<file path="src/rtl/rc_pulse_meas_if.sv">
// rc_pulse_meas_if: RC pulse input and measurement results between a pulse source and the meter.
`timescale 1ns/1ps
interface rc_pulse_meas_if;
   logic        in;
   logic [15:0] pw;
   logic        pw_stb;
   logic        valid;
   logic        err;
   logic        lost;
   modport master (output in, input pw, pw_stb, valid, err, lost);
   modport slave (input in, output pw, pw_stb, valid, err, lost);
endinterface

</file>
<file path="src/rtl/rc_pulse_meas.sv">
// rc_pulse_meas: measures RC servo pulse high time in usec with range check and signal-loss timeout.
`timescale 1ns/1ps
module rc_pulse_meas #(
   parameter int SYS_CLK    = 50000000,
   parameter int MIN_PW     = 800,
   parameter int MAX_PW     = 2200,
   parameter int TIMEOUT_US = 25000
) (
   input logic             clk,
   input logic             rst_n,
   rc_pulse_meas_if.slave  bus
);
   localparam int DIV = SYS_CLK / 1000000;
   localparam int DW  = DIV > 1 ? $clog2(DIV) : 1;
   typedef enum logic [1:0] {ARM, IDLE, HIGH} state_t;
   state_t state, state_nxt;
   logic s1, in_s, in_d, rise, fall, tick, over, accept, reject, lost_n, valid_n;
   logic [1:0] fill;
   logic [DW-1:0] div;
   logic [15:0] hi_cnt, hi_nxt, per_cnt, per_nxt;
   // fill marks when in_s carries a real sample, so ARM cannot mistake reset zeros for a low input
   always_ff @(posedge clk or negedge rst_n)
      if (!rst_n) begin
         s1   <= 1'b0;
         in_s <= 1'b0;
         in_d <= 1'b0;
         fill <= 2'b00;
      end else begin
         s1   <= bus.in;
         in_s <= s1;
         in_d <= in_s;
         fill <= {fill[0], 1'b1};
      end
   assign rise = in_s & ~in_d;
   assign fall = ~in_s & in_d;
   assign tick = div == DW'(DIV - 1);
   always_comb begin
      hi_nxt  = (tick && state == HIGH && hi_cnt != 16'hFFFF) ? hi_cnt + 16'd1 : hi_cnt;
      per_nxt = (tick && per_cnt != 16'(TIMEOUT_US)) ? per_cnt + 16'd1 : per_cnt;
   end
   always_ff @(posedge clk or negedge rst_n)
      if (!rst_n) begin
         div     <= '0;
         hi_cnt  <= '0;
         per_cnt <= '0;
      end else begin
         div     <= (rise || tick) ? '0 : div + 1'b1;
         hi_cnt  <= rise ? '0 : hi_nxt;
         per_cnt <= rise ? '0 : per_nxt;
      end
   // hi_nxt includes a tick landing on the fall cycle, giving floor(elapsed usec)
   assign over = state == HIGH && hi_nxt > 16'(MAX_PW);
   always_ff @(posedge clk or negedge rst_n)
      if (!rst_n) state <= ARM;
      else state <= state_nxt;
   always_comb begin
      state_nxt = state;
      case (state)
         ARM:     state_nxt = (fill[1] && !in_s) ? IDLE : ARM;
         IDLE:    state_nxt = rise ? HIGH : IDLE;
         HIGH:    state_nxt = over ? ARM : fall ? IDLE : HIGH;
         default: state_nxt = ARM;
      endcase
   end
   always_comb begin
      accept  = state == HIGH && fall && !over && hi_nxt >= 16'(MIN_PW);
      reject  = over || (state == HIGH && fall && hi_nxt < 16'(MIN_PW));
      lost_n  = bus.valid && per_nxt == 16'(TIMEOUT_US);
      valid_n = accept || (bus.valid && !lost_n);
   end
   always_ff @(posedge clk or negedge rst_n)
      if (!rst_n) begin
         bus.pw     <= '0;
         bus.pw_stb <= 1'b0;
         bus.valid  <= 1'b0;
         bus.err    <= 1'b0;
         bus.lost   <= 1'b0;
      end else begin
         bus.pw     <= accept ? hi_nxt : bus.pw;
         bus.pw_stb <= accept;
         bus.valid  <= valid_n;
         bus.err    <= reject;
         bus.lost   <= lost_n;
      end
endmodule
</file>
<file path="src/flat_wrapper.sv">
// flat-port wrapper written by rule: the top's interface ports become plain ports
module rc_pulse_meas_flat 
#(
   parameter int SYS_CLK    = 50000000,
   parameter int MIN_PW     = 800,
   parameter int MAX_PW     = 2200,
   parameter int TIMEOUT_US = 25000
)
  (clk, rst_n, bus_in, bus_pw, bus_pw_stb, bus_valid, bus_err, bus_lost);
  rc_pulse_meas_if bus_i ();
  input logic clk;
  input logic rst_n;
  input wire logic [$bits(bus_i.in)-1:0] bus_in;
  output wire logic [$bits(bus_i.pw)-1:0] bus_pw;
  output wire logic [$bits(bus_i.pw_stb)-1:0] bus_pw_stb;
  output wire logic [$bits(bus_i.valid)-1:0] bus_valid;
  output wire logic [$bits(bus_i.err)-1:0] bus_err;
  output wire logic [$bits(bus_i.lost)-1:0] bus_lost;
  assign bus_i.in = bus_in;
  assign bus_pw = bus_i.pw;
  assign bus_pw_stb = bus_i.pw_stb;
  assign bus_valid = bus_i.valid;
  assign bus_err = bus_i.err;
  assign bus_lost = bus_i.lost;
  rc_pulse_meas #(.SYS_CLK(SYS_CLK), .MIN_PW(MIN_PW), .MAX_PW(MAX_PW), .TIMEOUT_US(TIMEOUT_US)) u_core (.clk(clk), .rst_n(rst_n), .bus(bus_i));
endmodule
</file>
<file path="config.mk">
export PLATFORM = sky130hd
export DESIGN_NAME = rc_pulse_meas_flat
export DESIGN_NICKNAME = d
export VERILOG_FILES = /design/src/rtl/rc_pulse_meas_if.sv /design/src/rtl/rc_pulse_meas.sv /design/src/flat_wrapper.sv
export SDC_FILE = /design/constraint.sdc
export NUM_CORES = 1
export LEC_CHECK = 0
export BUFFER_PORTS_ARGS = -buffer_cell sky130_fd_sc_hd__buf_2
export CAP_MARGIN = 25
export CORE_MARGIN = 2
export CORE_UTILIZATION = 51
export DETAILED_ROUTE_END_ITERATION = 6
export PLACE_DENSITY = 0.71
export SLEW_MARGIN = 0
export SYNTH_ARGS = -nofsm -noshare
export SYNTH_HDL_FRONTEND = slang
export SYNTH_SLANG_ARGS = --single-unit
</file>
<file path="constraint.sdc">
create_clock -name clk -period 3.1 [get_ports clk]
set_clock_uncertainty 0.15 [all_clocks]
set_input_delay 0.93 -clock clk [delete_from_list [all_inputs] [get_ports clk]]
set_output_delay 0.93 -clock clk [all_outputs]
set_load 0.005 [all_outputs]
</file>
==> results.toml <==
[die]
io_pins = 23
chipHeight_um = 87.1
die_w_um = 87.1
rows = 30
initial_utilization = 0.521
core_area_um2 = 6760
dieArea_um2 = 7590

[setup_path]
cp_num_cells = 9
setup.worst_path.start_class = "flip-flop"
r2r-end = "u_core.bus.pw[7]"
cpPeakStageDelay_ns = 0.41
cp-end-kind = "flip-flop"
worstPathCellList = "or3b_4 -> or3_4 -> buf_8 -> nor4b_4 -> o211ai_2 -> a211o_1 -> a211oi_4 -> buf_6 -> mux2_4"
critical_path_class = "flip-flop to flip-flop"
cp_top_family = "simple AND/OR/NAND/NOR gates"
crit_end = "u_core.bus.pw[7]"
reg2reg_slack_ns = 0.08
cp.required_ns = 3.18
arrival_ns = 3.09
crit_path_start = "u_core.div[3]"
crit_buf_inv = 2
reg2reg_from = "u_core.div[3]"
cp_max_fo = 9
rr_worst_depth = 9
cpMaxStageDelayCell = "or3b_4"

[global_route]
antenna_found_initial = 0
grt_pass1_wl_um = 12600
first_global_vias = 2796
grt_max_degree = 40
grtUsageTotal = 0.214
gr-total-overflow = 0

[routing]
viasPerCell = 5.43
drtIter0Drc = 93
ant_nets = 0
vias = 2691
wl_per_cell_um = 14.6
totalWireLength_um = 7230
remaining_drc_errors = 0
dr.pass1.iters = 4

[clock_tree]
path_clk_slew_ns = 0.07
tritoncts = "built"
cts.path.max_buffers = 2
root_buffer = "clkbuf_8"
cts_made_buffers = 9
cts-htree-levels = 3
clkSinkCount = 65
clkLatencyLatePin_ns = 0.34

[synthesis]
async_flop_share = 1.00
synth_top_area_frac = 0.462
synthDistinctLibCells = 60
yosys.area.top_type = "dfrtp_1"
synth_edf_count = 0
ys_ff_latch = 65
yosysMostFrequentCell = "dfrtp_1"
syn_area_per_cell_um2 = 9.90
yosys-top-cells-area = "dfrtp_1, nor2_1, xnor2_1, mux2i_1, xor2_1"
synthCells = 356
syn-num-nets = 364
synth_common_cells = "dfrtp_1, nor2_1, nand2_1"
synthFlopType = "dfrtp_1"
seq_area_frac_synth = 0.462
yosysWarnings = 0
synth_area_um2 = 3520

[place]
dp_slack_ns = -0.0541
place_inst = 472
hpwl_um = 5150
place.gp.congestion = 0.941
io_buffers = 22

[sta]
min_period_ns = 3.02
rsz0062_at_grt = "yes"
tns_ns = 0
final-hold-violation-count = 0
fmaxAchievable_mhz = 331
relSlewSlack = 0.593
setup-violations-final = 0
setup_ws_ns = 0.0818
fin_crit_sh = 0.974
max_slew.worst_pin.slew_ns = 0.611
maxSlewViolCount = 0

[power]
comb_power_share = 0.065
ir_drop_uv = 333
p_switching_mw = 0.417
pwr_density_cell_nw_per_um2 = 432
p_clk_frac = 0.444
sequentialPowerShare = 0.491
p_int_mw = 1.41
p_leak_nw = 1.91
power_switching_share = 0.228
finalPower_mw = 1.83

[final_layout]
fillerInstances = 535
area_delta_synth_final_pct = 20.2
final_cells = 496
drive_above_1_share = 0.238
diodes = 0
layout.nets = 419

[outcome]
status = "finished clean"

[worst_hold_path]
hp-class = "flip-flop to flip-flop"

[flow_run]
maxCapViolCount = 0
[per-stage QoR]
| stage | util | hold WS, ns | cell area (um^2) |
|---|---|---|---|
| 3_5_place_dp | 0.575 | 0.187 | 3880 |
| 3_3_place_gp | 0.575 | 0.184 | 3880 |
| 5_1_grt | 0.627 | 0.219 | 4230 |
| 6_report | 0.627 | 0.204 | 4230 |
| 2_1_floorplan | - | 0.181 | 3520 |
| 4_1_cts | 0.611 | 0.204 | 4130 |
[state kept, by name (all words and copies together), names as in the netlist, 2 cells and up]
name,cells
u_core.bus.pw,16
u_core.hi_cnt,16
u_core.per_cnt,16
u_core.div,6
u_core.fill,2
u_core.state,2
[cells by family (layout without fill, tap and decap cells)]
group           count (synthesis)  in the layout  share of synthesized area
xor+xnor                       38             38                     0.0945
fa+ha+maj                       5              5                     0.0178
mux                            18             18                     0.0526
compound gates                 34             34                     0.0806
simple gates                  163            163                      0.249
buf+inv                        32             92                     0.0433
other cells                     1              1                    0.00106
flops                          65             65                      0.462
[power groups by stage]
stage / clock network [mW] / registers [mW] / logic [mW]
after detailed placement: 0 / 0.914 / 0.108
after global placement: 0 / 0.911 / 0.106
final: 0.811 / 0.897 / 0.119
after global routing: 0.882 / 0.901 / 0.138
after CTS: 0.838 / 0.898 / 0.108
after floorplan: 0 / 0.914 / 0.0538
[cell usage in the layout (no fill, tap or decap), types with 2 or more instances in the layout]
cell type and count:
nand4_1 13, and3_1 6, bufinv_16 2, inv_1 19, buf_2 22, dfrtp_1 65
and2b_2 4, buf_4 31, nor2_1 52, nand2b_1 5, nor4_2 2, nor3_1 8
mux2i_1 17, clkbuf_8 10, xnor2_1 21, xor2_1 17, buf_12 2, nor2b_1 3
or2_2 3, a21oi_1 6, nand2_1 25, o211ai_1 4, or3_1 3, o211a_1 2
and2_1 7, or4_1 4, nand3_1 13, ha_1 5, nor4b_4 2, and4_1 3
[worst min-delay path by stage]
stage                         startpoint              to  slack (ns)  cells after the start
after floorplan           u_core.fill[0]  u_core.fill[1]        0.18                      0
after global placement    u_core.fill[0]  u_core.fill[1]        0.18                      0
after detailed placement  u_core.fill[0]  u_core.fill[1]        0.19                      0
after CTS                 u_core.fill[0]  u_core.fill[1]        0.20                      0
after global routing           u_core.s1     u_core.in_s        0.22                      0
final                     u_core.fill[0]  u_core.fill[1]        0.20                      0
[worst register-to-register path: stages (launching register included)]
cell	delay [ns]
dfrtp_1	0.38
or3b_4	0.41
or3_4	0.39
buf_8	0.16
nor4b_4	0.26
o211ai_2	0.11
a211o_1	0.33
a211oi_4	0.28
buf_6	0.14
mux2_4	0.29
[per-layer routing]
layer / vias to the layer above / routed length (um) / global-route usage
li1: 1331 / - / -
met1: 1304 / 3310 / 0.261
met2: 48 / 3600 / 0.359
met3: 8 / 235 / 0.0597
met4: 0 / 82 / 0.0839
met5: - / 0 / 0
[area by class of cell]
| class | count | area [um^2] | area share |
|---|---|---|---|
| multi-input combinational | 259 | 1800 | 0.425 |
| timing repair buffer | 57 | 409 | 0.0966 |
| sequential | 65 | 1630 | 0.384 |
| clock inverter | 6 | 90.1 | 0.0213 |
| clock buffer | 10 | 138 | 0.0325 |
| inverter | 19 | 71.3 | 0.0168 |
| tap | 80 | 100 | 0.0236 |
[repair_timing]
action / in CTS / in global routing
hold endpoints to repair: 0 / 0
endpoints found under the setup margin: 15 / 18
gates resized for setup: 3 / 11
hold buffers: 0 / 0
buffers inserted: 0 / 8
pin swaps: 0 / 7
(Power assumes the default switching activity.)
